[src/rtl/tx_slot_writer_if.sv]
// tx_slot_writer_if: descriptor, payload stream and slot-memory write bus.
//   frm_*  : frame descriptor handshake (host -> writer)
//   in_*   : 16-bit payload word handshake (host -> writer)
//   slot_* : slot memory write port (writer -> memory)
interface tx_slot_writer_if;
  logic        frm_valid;
  logic        frm_ready;
  logic [15:0] frm_len;
  logic [63:0] frm_timestamp;
  logic [31:0] frm_hash;
  logic [15:0] in_data;
  logic        in_valid;
  logic        in_ready;
  logic [15:0] slot_tx_eth_data;
  logic [1:0]  slot_tx_eth_byte_en;
  logic [13:0] slot_tx_eth_addr;
  logic        slot_tx_eth_wr_en;
  modport slave (
    input  frm_valid, frm_len, frm_timestamp, frm_hash, in_data, in_valid,
    output frm_ready, in_ready, slot_tx_eth_data, slot_tx_eth_byte_en, slot_tx_eth_addr, slot_tx_eth_wr_en
  );
  modport master (
    output frm_valid, frm_len, frm_timestamp, frm_hash, in_data, in_valid,
    input  frm_ready, in_ready, slot_tx_eth_data, slot_tx_eth_byte_en, slot_tx_eth_addr, slot_tx_eth_wr_en
  );
endinterface

[src/rtl/tx_slot_writer.sv]
// tx_slot_writer: writes one header+payload slot record per frame into a 16K-word ring.
//   sys_clk/sys_rst_n : clock, synchronous active-low reset
//   bus               : descriptor, payload and slot-memory write signals
//   mem_rd_ptr        : consumer read pointer; mem_wr_ptr: committed write pointer
//   err_len           : pulse on rejected frame; frames_ok/frames_drop: wrapping counters
module tx_slot_writer #(
  parameter int MAX_FRAME_LEN = 1518
) (
  input  logic                  sys_clk,
  input  logic                  sys_rst_n,
  tx_slot_writer_if.slave       bus,
  input  logic [13:0]           mem_rd_ptr,
  output logic [13:0]           mem_wr_ptr,
  output logic                  err_len,
  output logic [31:0]           frames_ok,
  output logic [31:0]           frames_drop
);
  localparam int HDR_WORDS = 7;
  typedef enum logic [2:0] {IDLE, WAIT_SPACE, HDR, DATA, COMMIT, DROP} state_t;
  state_t      state_q, state_d;
  logic [15:0] len_q, len_d;
  logic [63:0] ts_q, ts_d;
  logic [31:0] hash_q, hash_d;
  logic [13:0] base_q, base_d, ptr_q, ptr_d, addr_q, addr_d;
  logic [14:0] cnt_q, cnt_d;
  logic [15:0] data_q, data_d;
  logic [1:0]  be_q, be_d;
  logic        we_q, we_d, err_q, err_d;
  logic [31:0] ok_q, ok_d, drop_q, drop_d;
  logic [14:0] nw_in, nw;
  logic [15:0] need, hdr;
  logic [13:0] free;
  logic        frm_hs, in_hs, bad_in, last;
  assign nw_in  = bus.frm_len[15:1] + 15'(bus.frm_len[0]);
  assign nw     = len_q[15:1] + 15'(len_q[0]);
  assign need   = 16'(HDR_WORDS) + {1'b0, nw};
  // one word stays empty so a full ring never looks empty
  assign free   = mem_rd_ptr - ptr_q - 14'd1;
  assign frm_hs = bus.frm_valid && bus.frm_ready;
  assign in_hs  = bus.in_valid && bus.in_ready;
  assign bad_in = bus.frm_len == 16'd0 || {16'd0, bus.frm_len} > MAX_FRAME_LEN;
  assign last   = cnt_q == nw - 15'd1;
  assign hdr    = cnt_q[2:0] == 3'd0 ? len_q :
                  cnt_q[2:0] == 3'd1 ? ts_q[63:48] :
                  cnt_q[2:0] == 3'd2 ? ts_q[47:32] :
                  cnt_q[2:0] == 3'd3 ? ts_q[31:16] :
                  cnt_q[2:0] == 3'd4 ? ts_q[15:0] :
                  cnt_q[2:0] == 3'd5 ? hash_q[31:16] : hash_q[15:0];
  assign bus.frm_ready           = state_q == IDLE;
  assign bus.in_ready            = state_q == DATA || state_q == DROP;
  assign bus.slot_tx_eth_data    = data_q;
  assign bus.slot_tx_eth_byte_en = be_q;
  assign bus.slot_tx_eth_addr    = addr_q;
  assign bus.slot_tx_eth_wr_en   = we_q;
  assign mem_wr_ptr              = ptr_q;
  assign err_len                 = err_q;
  assign frames_ok               = ok_q;
  assign frames_drop             = drop_q;
  always_ff @(posedge sys_clk)
    if (!sys_rst_n) begin
      state_q <= IDLE;
      len_q   <= '0;
      ts_q    <= '0;
      hash_q  <= '0;
      base_q  <= '0;
      ptr_q   <= '0;
      cnt_q   <= '0;
      addr_q  <= '0;
      data_q  <= '0;
      be_q    <= '0;
      we_q    <= 1'b0;
      err_q   <= 1'b0;
      ok_q    <= '0;
      drop_q  <= '0;
    end else begin
      state_q <= state_d;
      len_q   <= len_d;
      ts_q    <= ts_d;
      hash_q  <= hash_d;
      base_q  <= base_d;
      ptr_q   <= ptr_d;
      cnt_q   <= cnt_d;
      addr_q  <= addr_d;
      data_q  <= data_d;
      be_q    <= be_d;
      we_q    <= we_d;
      err_q   <= err_d;
      ok_q    <= ok_d;
      drop_q  <= drop_d;
    end
  always_comb begin
    state_d = state_q;
    case (state_q)
      IDLE:       if (frm_hs) state_d = !bad_in ? WAIT_SPACE : nw_in == 15'd0 ? IDLE : DROP;
      WAIT_SPACE: if ({2'b0, free} >= need) state_d = HDR;
      HDR:        if (cnt_q == 15'(HDR_WORDS - 1)) state_d = DATA;
      DATA:       if (in_hs && last) state_d = COMMIT;
      COMMIT:     state_d = IDLE;
      DROP:       if (in_hs && last) state_d = IDLE;
      default:    state_d = IDLE;
    endcase
  end
  always_comb begin
    len_d  = len_q;
    ts_d   = ts_q;
    hash_d = hash_q;
    base_d = base_q;
    ptr_d  = ptr_q;
    cnt_d  = cnt_q;
    addr_d = addr_q;
    data_d = data_q;
    be_d   = be_q;
    we_d   = 1'b0;
    err_d  = 1'b0;
    ok_d   = ok_q;
    drop_d = drop_q;
    case (state_q)
      IDLE: if (frm_hs) begin
        len_d  = bus.frm_len;
        ts_d   = bus.frm_timestamp;
        hash_d = bus.frm_hash;
        base_d = ptr_q;
        cnt_d  = '0;
        err_d  = bad_in;
        drop_d = drop_q + 32'(bad_in);
      end
      HDR: begin
        we_d   = 1'b1;
        addr_d = base_q + cnt_q[13:0];
        data_d = hdr;
        be_d   = 2'b11;
        cnt_d  = cnt_q == 15'(HDR_WORDS - 1) ? '0 : cnt_q + 15'd1;
      end
      DATA: if (in_hs) begin
        we_d   = 1'b1;
        addr_d = base_q + 14'(HDR_WORDS) + cnt_q[13:0];
        data_d = bus.in_data;
        be_d   = last && len_q[0] ? 2'b10 : 2'b11;
        cnt_d  = cnt_q + 15'd1;
      end
      COMMIT: begin
        ptr_d = base_q + need[13:0];
        ok_d  = ok_q + 32'd1;
      end
      DROP: if (in_hs) cnt_d = cnt_q + 15'd1;
      default: ;
    endcase
  end
endmodule

[src/flat_wrapper.sv]
// flat-port wrapper written by rule: the top's interface ports become plain ports
module tx_slot_writer_flat 
#(
  parameter int MAX_FRAME_LEN = 1518
)
  (sys_clk, sys_rst_n, mem_rd_ptr, mem_wr_ptr, err_len, frames_ok, frames_drop, bus_frm_valid, bus_frm_len, bus_frm_timestamp, bus_frm_hash, bus_in_data, bus_in_valid, bus_frm_ready, bus_in_ready, bus_slot_tx_eth_data, bus_slot_tx_eth_byte_en, bus_slot_tx_eth_addr, bus_slot_tx_eth_wr_en);
  tx_slot_writer_if bus_i ();
  input  logic sys_clk;
  input  logic sys_rst_n;
  input  logic [13:0] mem_rd_ptr;
  output logic [13:0] mem_wr_ptr;
  output logic err_len;
  output logic [31:0] frames_ok;
  output logic [31:0] frames_drop;
  input wire logic [$bits(bus_i.frm_valid)-1:0] bus_frm_valid;
  input wire logic [$bits(bus_i.frm_len)-1:0] bus_frm_len;
  input wire logic [$bits(bus_i.frm_timestamp)-1:0] bus_frm_timestamp;
  input wire logic [$bits(bus_i.frm_hash)-1:0] bus_frm_hash;
  input wire logic [$bits(bus_i.in_data)-1:0] bus_in_data;
  input wire logic [$bits(bus_i.in_valid)-1:0] bus_in_valid;
  output wire logic [$bits(bus_i.frm_ready)-1:0] bus_frm_ready;
  output wire logic [$bits(bus_i.in_ready)-1:0] bus_in_ready;
  output wire logic [$bits(bus_i.slot_tx_eth_data)-1:0] bus_slot_tx_eth_data;
  output wire logic [$bits(bus_i.slot_tx_eth_byte_en)-1:0] bus_slot_tx_eth_byte_en;
  output wire logic [$bits(bus_i.slot_tx_eth_addr)-1:0] bus_slot_tx_eth_addr;
  output wire logic [$bits(bus_i.slot_tx_eth_wr_en)-1:0] bus_slot_tx_eth_wr_en;
  assign bus_i.frm_valid = bus_frm_valid;
  assign bus_i.frm_len = bus_frm_len;
  assign bus_i.frm_timestamp = bus_frm_timestamp;
  assign bus_i.frm_hash = bus_frm_hash;
  assign bus_i.in_data = bus_in_data;
  assign bus_i.in_valid = bus_in_valid;
  assign bus_frm_ready = bus_i.frm_ready;
  assign bus_in_ready = bus_i.in_ready;
  assign bus_slot_tx_eth_data = bus_i.slot_tx_eth_data;
  assign bus_slot_tx_eth_byte_en = bus_i.slot_tx_eth_byte_en;
  assign bus_slot_tx_eth_addr = bus_i.slot_tx_eth_addr;
  assign bus_slot_tx_eth_wr_en = bus_i.slot_tx_eth_wr_en;
  tx_slot_writer #(.MAX_FRAME_LEN(MAX_FRAME_LEN)) u_core (.sys_clk(sys_clk), .sys_rst_n(sys_rst_n), .bus(bus_i), .mem_rd_ptr(mem_rd_ptr), .mem_wr_ptr(mem_wr_ptr), .err_len(err_len), .frames_ok(frames_ok), .frames_drop(frames_drop));
endmodule
[config.mk]
export PLATFORM = sky130hd
export DESIGN_NAME = tx_slot_writer_flat
export DESIGN_NICKNAME = d
export VERILOG_FILES = /design/src/rtl/tx_slot_writer_if.sv /design/src/rtl/tx_slot_writer.sv /design/src/flat_wrapper.sv
export SDC_FILE = /design/constraint.sdc
export NUM_CORES = 1
export LEC_CHECK = 0
export BUFFER_PORTS_ARGS = -buffer_cell sky130_fd_sc_hd__buf_2
export CORE_AREA = 2 2 201 203
export DETAILED_ROUTE_END_ITERATION = 10
export DIE_AREA = 0 0 203 205
export HOLD_SLACK_MARGIN = 0.12
export PLACE_DENSITY_LB_ADDON = 0.05
export SYNTH_ARGS = -nofsm -noshare
export SYNTH_HDL_FRONTEND = slang
export SYNTH_SLANG_ARGS = --single-unit
[constraint.sdc]
create_clock -name sys_clk -period 6.01 [get_ports sys_clk]
set_input_delay 1.202 -clock sys_clk [delete_from_list [all_inputs] [get_ports sys_clk]]
set_output_delay 1.202 -clock sys_clk [all_outputs]
set_load 0.01 [all_outputs]
**Yosys cells after proc, flatten, opt, wreduce, memory -nomap -nowiden**

Index checks and enable logic that the tools add are counted.

- Input port bits: 146
- Word-level logic and storage cells: 93
- Bits in registers: 256
- Output and inout bits: 114

- Equal/unequal tests: 19
- Mux-type cells: 27
- $lt $le $gt $ge: 2
- Add/sub/neg operators: 13
- Reductions and logical operators: 18

Operator list:

| cell | number |
|---|---|
| $mux W16 | 7 |
| $mux W15 | 3 |
| $pmux W15 S3 | 1 |
| $add A14 B14 Y14 | 3 |
| $add A32 B1 Y32 | 1 |
| $add A32 B1 Y32 const B | 1 |
| $pmux W16 S2 | 1 |
| $add A15 B1 Y15 | 2 |
| $pmux W14 S2 | 1 |
| $mux W3 | 7 |
| $add A3 B15 Y16 const A | 1 |
| $ge A14 B16 Y1 | 1 |
| $gt A16 B11 Y1 const B | 1 |
| $logic_not A16 Y1 | 1 |
| $add A15 B1 Y15 const B | 1 |
| $eq A15 B15 Y1 | 1 |
| $eq A15 B3 Y1 const B | 1 |
| $logic_not A15 Y1 | 1 |
| $pmux W3 S5 | 1 |
| $sub A15 B1 Y15 const B | 1 |
| $add A14 B3 Y14 const B | 1 |
| $mux W14 | 1 |
| $sub A14 B1 Y14 const B | 1 |
| $sub A14 B14 Y14 | 1 |
| 18 further kinds | 38 |

**Longest topological paths before layout**

Gate-level depths: netlist of the first run.

- Depth in word-level cells: 8
- Mapped depth: 22
- Gate-level depth less buffers: 22

**Worst setup path after synthesis of the first run**

Ideal clock, no wire load.

- Kind: input to register
- Start: input port mem_rd_ptr[0]
- End: register u_core.state_q[1]
- Setup slack: 1.017 ns
- Required time: 5.888 ns
- Stages: 19
- Library setup time: 0.122 ns
- Arrival: 4.871 ns
- Path buffers: 0
- Path through: ha_1 > fa_1 > a21o_1 > a21oi_1 > o21bai_1 > a21oi_1 > nor2b_1 > o21a_1 > o31a_1 > o41ai_1 > xnor2_1 > ha_1 > o21ai_0 > nor3_1 > a211o_1 > and4b_1 > nor2_2 > nor3_1 > o311a_1

- Word-level cells in the longest chain between the ends: 5

Ends and longest elaborated chain:

| what | line | RTL |
|---|---|---|
| from (decl) | flat_wrapper.sv:10 | `input logic [13:0] mem_rd_ptr;` |
| $sub A14 B14 Y14 | tx_slot_writer.sv:38 | `assign free = mem_rd_ptr - ptr_q - 14'd1;` |
| $sub A14 B1 Y14 | tx_slot_writer.sv:38 |  |
| $ge A14 B16 Y1 | tx_slot_writer.sv:95 | `WAIT_SPACE: if ({2'b0, free} >= need) state_d = HDR;` |
| $ne A2 B1 Y1 (no line) | n/a |  |
| $reduce_and A5 Y1 (no line) | n/a |  |
| to (signal assigned) | tx_slot_writer.sv:76 | `state_q <= state_d;` |
| to (decl) | tx_slot_writer.sv:20 | `state_t state_q, state_d;` |

Every way passes these cells.
A chain may end at the register's enable or synchronous reset.

**Final worst setup path of the first run**

- Start: register u_core.len_q[0]
- End: register u_core.state_q[1]

- Word-level cells in the longest chain between the ends: 6
- Elaborated cells between the ends (all ways): 10
- Those cells by class: add/sub (3); order compare (1); eq/ne (4); reduce/logical (2)

Ends and longest elaborated chain:

| what | line | RTL |
|---|---|---|
| from (decl) | tx_slot_writer.sv:21 | `logic [15:0] len_q, len_d;` |
| from (signal assigned) | tx_slot_writer.sv:77 | `len_q <= len_d;` |
| $add A15 B1 Y15 * | tx_slot_writer.sv:35 | `assign nw = len_q[15:1] + 15'(len_q[0]);` |
| parallel branches: the longest is 4 deep, another holds $add A3 B15 Y16 | n/a |  |
| $reduce_and A5 Y1 (no line) * | n/a |  |

Mark *: on every way between the ends.

==> results of run 1 <==
## sequential cells by signal, indices dropped and copies added (netlist names)
signal	count
u_core.base_q	14
u_core.len_q	16
u_core.mem_wr_ptr	14
u_core.cnt_q	15
u_core.bus.slot_tx_eth_addr	14
u_core.ts_q	64
u_core.bus.slot_tx_eth_data	16
u_core.err_len	1
u_core.state_q	3
u_core.bus.slot_tx_eth_wr_en	1
u_core.frames_drop	32
u_core.bus.slot_tx_eth_byte_en	2
u_core.hash_q	32
u_core.frames_ok	32
## power by group through the flow
| stage | sequential, mW | clock (mW) | combinational (mW) |
|---|---|---|---|
| final | 2.17 | 1.93 | 2.06 |
| after global routing | 2.20 | 2.06 | 2.32 |
| after CTS | 2.17 | 1.99 | 2.09 |
| after detailed placement | 2.20 | 0 | 2.08 |
| after global placement | 2.20 | 0 | 2.06 |
| after floorplan | 2.15 | 0 | 1.47 |
## synthesized netlist by cell type, drive strengths merged (33+ instances only)
master | instances | area share, %
a211oi | 38 | 1.8
a21boi | 153 | 7.4
a21oi | 104 | 3.3
and2 | 59 | 2.4
clkbuf | 100 | 2.4
dfxtp | 256 | 33
ha | 84 | 6.8
inv | 74 | 1.8
nand2 | 372 | 9.0
nand3 | 65 | 2.1
nor2 | 109 | 2.6
nor3 | 33 | 1.1
o21ai | 70 | 2.3
xnor2 | 101 | 5.8
xor2 | 47 | 2.6
## through the flow
stage               util [%]  instances
global route           46.38       2704
floorplan                  -       1961
finish                 46.40       2708
CTS                    46.35       2700
global placement       43.66       2643
detailed placement     43.66       2643
## routing by layer
layer | wire length [um] | up-vias | part of all wire, % | global-route usage, %
met4 | 1522 | 18 | 3.2 | 7.351
met1 | 20920 | 6533 | 44 | 27.40
li1 | - | 7169 | - | -
met3 | 2220 | 81 | 4.7 | 4.820
met5 | 99 | - | 0.21 | 0
met2 | 22590 | 248 | 48 | 38.49
## kinds of logic (layout without fill, tap and decap cells)
logic type	Yosys count	after routing
adders and majority gates	97	97
DFF	256	256
AOI/OAI and AO/OA	481	481
other	0	8
and+or+nand+nor	780	780
buffers and inverters	189	403
xor gates and xnor gates	149	149
muxes	9	9
## placed cells by master, fill, tap and decap left out, types with 9 or more instances in the layout
master and n:
nand2_1 371, a21oi_1 104, a21boi_0 151, dfxtp_1 256, buf_4 12, o21ai_0 69
and2_1 58, a31oi_1 12, nor3_1 32, buf_2 258, clkbuf_8 10, xnor2_1 99
clkinv_2 9, nor2_1 108, clkbuf_16 31, and3_1 18, nor4_1 13, a21o_1 10
fa_1 13, a211oi_1 38, ha_1 84, o211ai_1 12, o21bai_1 10, or3_1 21
nor2b_1 19, o211a_1 10, nand3_1 65, nand4_1 25, nand2b_1 9, a311oi_1 18
inv_1 73, xor2_1 47
## worst paths after layout
kind,startpoint,slack [ns],depth (start not counted),endpoint
worst max-delay path,u_core.len_q[0],1.09,18,u_core.state_q[1]
worst min-delay path,u_core.ts_q[25],0.46,2,u_core.ts_q[25]
worst max register to register,u_core.len_q[0],1.09,18,u_core.state_q[1]
worst min register to register,u_core.ts_q[25],0.46,2,u_core.ts_q[25]
## worst min-delay path: stages, from the launching register on
cell	delay [ns]
dfxtp_1	0.31
nand2_1	0.05
a21boi_0	0.06
## area by class of cell
class	instances	area share [%]
Inverter	74	1.521
Clock inverter	13	0.7466
Tap cell	525	3.596
Sequential cell	256	28.05
Antenna cell	8	0.1096
Clock buffer	44	5.062
Multi-Input combinational cell	1516	53.18
Timing Repair Buffer	272	7.733
==> results.yml, run 1 <==
outcome:
  status: "finished clean"
clock_network:
  cts_tree: "yes"
  clockBufferDepth: 3
  cts_setup_buffers: 0
  cts_hold_buf: 0
  clk_latency_ns: 0.59
  clockRootBuffer: "clkbuf_16"
  clock_sinks: 256
  ctsResizeCount: 0
  cts-buffers-inserted: 31
  cts_max_level: 1
  cts.clk_slew.worst_paths_ns: 0.06
floorplanning:
  die_area_um2: 41620
  die-height_um: 205
  top_level_ports: 260
  core_um2: 39370
  start_util_pct: 39.48
  rows: 73
  die_w_um: 203
power:
  p_leak_nw: 7.605
  power.share.switching_pct: 37.00
  p_sw_mw: 2.279
  comb_power_share_pct: 33.4
  irDropWorstVdd_mv: 0.2362
  p_int_mw: 3.881
  seq_power_share_pct: 35.2
  fin_total_pwr_mw: 6.160
  power.density_nw_per_um2: 337.2
  pwr-share-clk_pct: 31.4
critical_path:
  cpPeakStageDelay_ns: 0.71
  critical_path_class: "flop to flop"
  crit_path_frequent_cell: "ha_1"
  crit_chain: "ha_1, ha_1, xnor2_1, and3_1, nor4_1, a21o_1, nand2_1, xor2_1, ha_1, a21oi_1, nor2b_1, o21ai_0, a21oi_1, a211o_1, and4b_1, nor2_2, nor3_1, o311a_1"
  cp_max_fo: 10
  critPathTopFamily: "simple AND/OR/NAND/NOR gates"
  critPathSlowestCell: "nor4_1"
  crit_buf_inv: 0
  worstPathArrival_ns: 5.40
  cp.required_ns: 6.49
  startpoint_type: "flop"
  end_kind: "flop"
cells_and_area:
  fill_cells: 4157
  area_growth_pct: 17.53
  drive_above_1_share_pct: 16.55
  multiInputGateArea_um2: 9714
  regArea_um2: 5125
  final_cell_area_um2: 18270
  nNetsFinal: 2394
timing:
  whs_ns: 0.4642
  slew_headroom_pct: 30.60
  setup_tns_ns: 0
  rsz0062_at_grt: "no"
  fin_ws_ns: 1.091
  fin_crit_ns: 4.919
  slew_viol_final: 0
  skew_ns: 0.01931
  tightestPinTransition_ns: 1.041
  finalCritPeriodShare_pct: 81.84
  finalSetupViolCount: 0
  fmax_mhz: 203.3
  final-hold-violation-count: 0
route:
  wl_mm: 47.35
  drt-initial-drc-count: 819
  dr.pass1.iters: 5
  viasPerCell: 5.188
  drcViolationCount: 0
  route.vias.total: 14049
  post_drt_wl_per_cell_um: 17.49
  ant_nets: 0
logic_synthesis:
  ys.flop_type: "dfxtp_1"
  synth-edff-count: 0
  synth-xor-area-share_pct: 8.582
  async_flop_share_pct: 0
  synth_mux_area_share_pct: 0.5877
  synth_top_family_by_area: "simple AND/OR/NAND/NOR gates"
  ys_seq_area_share_pct: 32.97
  yosysWarnings: 0
  syn_area_per_cell_um2: 7.926
  synth_simple_gate_area_share_pct: 23.73
  ys_ff_latch: 256
  syn-instance-count: 1961
  synth_nets: 2204
  synth_compound_area_share_pct: 21.01
  synth.cell_area_um2: 15540
  synthAdderAreaFrac_pct: 8.437
  ys_types: 83
grt:
  grt.overflow.total: 0
  first_global_vias: 13696
  grt_usage_pct: 22.24
  grt_pass1_wl_mm: 73.90
  grt_max_degree: 145
  antenna_found_initial: 17
placement:
  dpl.hpwl_mm: 35.18
  dpl_worst_slack_ns: 0.5882
  port_buffers: 259
  place.gp.congestion: 0.8583
  dpl_cell_area_um2: 17190
flow_run:
  max_cap_violations: 0
hold_path:
  hold_path_class: "flop to flop"
No activity file was read; power rests on OpenSTA's default activity.
==> run 2: changes to the inputs <==
==> constraint.sdc (replaced) <==
create_clock -name sys_clk -period 4.65 [get_ports sys_clk]
set_input_delay 0.93 -clock sys_clk [delete_from_list [all_inputs] [get_ports sys_clk]]
set_output_delay 0.93 -clock sys_clk [all_outputs]
set_load 0.01 [all_outputs]
==> results.yml, run 2 (synthesis gave the netlist of run 1 again) <==
clock_network:
  cts_max_level: 2
  clockRootBuffer: "clkbuf_16"
  cts-buffers-inserted: 34
  cts.clk_slew.worst_paths_ns: 0.06
  clk_latency_ns: 0.55
  cts_tree: "yes"
  clock_sinks: 256
  clockBufferDepth: 3
route:
  post_drt_wl_per_cell_um: 17.62
  drt-initial-drc-count: 746
  ant_nets: 0
  wl_mm: 48.30
  dr.pass1.iters: 5
  route.vias.total: 14162
  drcViolationCount: 0
  viasPerCell: 5.167
floorplanning:
  start_util_pct: 39.48
  die-height_um: 205
  rows: 73
  die_w_um: 203
  core_um2: 39370
  die_area_um2: 41620
  top_level_ports: 260
timing:
  setup_tns_ns: 0
  finalSetupViolCount: 0
  skew_ns: 0.01866
  fin_crit_ns: 4.416
  final-hold-violation-count: 0
  tightestPinTransition_ns: 1.155
  finalCritPeriodShare_pct: 94.96
  slew_viol_final: 0
  rsz0062_at_grt: "yes"
  fmax_mhz: 226.5
  slew_headroom_pct: 22.97
cells_and_area:
  final_cell_area_um2: 18620
  stdcell_count: 2741
  nNetsFinal: 2426
  drive_above_1_share_pct: 17.70
  mostFrequentLayoutCells: "371 x nand2_1, 258 x buf_2, 256 x dfxtp_1"
  largest-register: "u_core.ts_q"
  final_common_cell: "nand2_1"
  largest_reg_flops: 64
  fin_util_pct: 47.30
  fill_cells: 4053
  area_growth_pct: 19.80
power:
  seq_power_share_pct: 33.7
  p_int_mw: 5.204
  comb_power_share_pct: 34.0
  pwr-share-clk_pct: 32.3
  p_leak_nw: 7.793
  power.share.switching_pct: 36.86
  irDropWorstVdd_mv: 0.2921
  power.density_nw_per_um2: 442.6
  p_sw_mw: 3.038
grt:
  grt.overflow.total: 0
  first_global_vias: 13867
  antenna_found_initial: 11
  grt_pass1_wl_mm: 75.91
  grt_usage_pct: 23.12
  grt_max_degree: 125
placement:
  placed_cells: 2671
  dpl.hpwl_mm: 35.98
  port_buffers: 259
  place.gp.congestion: 0.8755
  dpl_cell_area_um2: 17430
critical_path:
  cp_max_fo: 4
  startpoint_type: "input port"
  cp.required_ns: 5.09
  worstPathArrival_ns: 4.85
  end_kind: "flop"
  critical_path_class: "input port to flop"
flow_run:
  max_cap_violations: 0
outcome:
  status: "finished clean"
hold_path:
  hold_path_class: "flop to flop"
## run 2: cell count changes in the layout (fill, tap and decap cells not counted), sizes merged
cell,previous run,this run
buf,272,301
clkbuf,44,49
bufinv,2,3
clkinv,9,8
diode,8,7
## run 2: through the flow
step	power [mW]	setup WS, ns	hold slack (ns)
final	8.242	0.2344	0.4614
after global routing	8.790	-0.04080	0.4764
after CTS	8.343	0.08999	0.4619
after detailed placement	5.640	-0.3794	0.4484
after global placement	5.605	-0.3729	0.4414
after floorplan	4.676	0.04800	0.4437
## run 2: final cells by class
| class | instances | area, um2 | area share [%] |
|---|---|---|---|
| sequential | 256 | 5125 | 27.52 |
| inverter | 74 | 277.8 | 1.492 |
| tap | 525 | 656.9 | 3.528 |
| timing repair buffer | 301 | 1655 | 8.890 |
| clock inverter | 13 | 183.9 | 0.9878 |
| clock buffer | 49 | 947.2 | 5.087 |
| multi-input combinational | 1516 | 9757 | 52.40 |
| antenna | 7 | 17.52 | 0.09407 |
## run 2: what timing repair did
item                                    CTS  global route
resized for setup                         0             6
hold buffers                              0             0
endpoints found under the setup margin    0             5
buffers inserted                          0             1
## run 2: critical path, cell delays in order
cell and delay [ns]:
buf_2 0.10, ha_1 0.21, fa_1 0.40, a21o_1 0.17, a21oi_1 0.21, o21bai_1 0.11, a21oi_2 0.17, nor2b_1 0.06
o21a_1 0.18, o31a_1 0.26, o41ai_2 0.23, xnor2_1 0.16, ha_1 0.25, o21ai_1 0.16, nor3_1 0.08, a211o_1 0.35
and4b_1 0.26, nor2_4 0.15, nor3_1 0.06, o311a_1 0.34
## run 2: worst paths after layout
kind,startpoint,endpoint,slack (ns),cells after the start
setup / recovery,mem_rd_ptr[0],u_core.state_q[1],0.23,20
hold / removal,u_core.hash_q[9],u_core.hash_q[9],0.46,2
setup reg to reg,u_core.mem_wr_ptr[0],u_core.state_q[1],0.28,20
hold reg to reg,u_core.hash_q[9],u_core.hash_q[9],0.46,2
## run 2: power by group through the flow
stage	combinational, mW	clock, mW	sequential, mW
after floorplan	1.90	0	2.78
after global placement	2.79	0	2.82
after detailed placement	2.81	0	2.83
after CTS	2.83	2.74	2.78
after global routing	3.14	2.83	2.82
final	2.80	2.66	2.78
## run 2: routing by layer
metal	part of all wire, %	global-route usage [%]	vias up
met4	3.8	9.619	8
li1	-	-	7246
met5	0.11	0	-
met2	48	39.40	286
met1	43	28.29	6524
met3	5.0	4.900	98
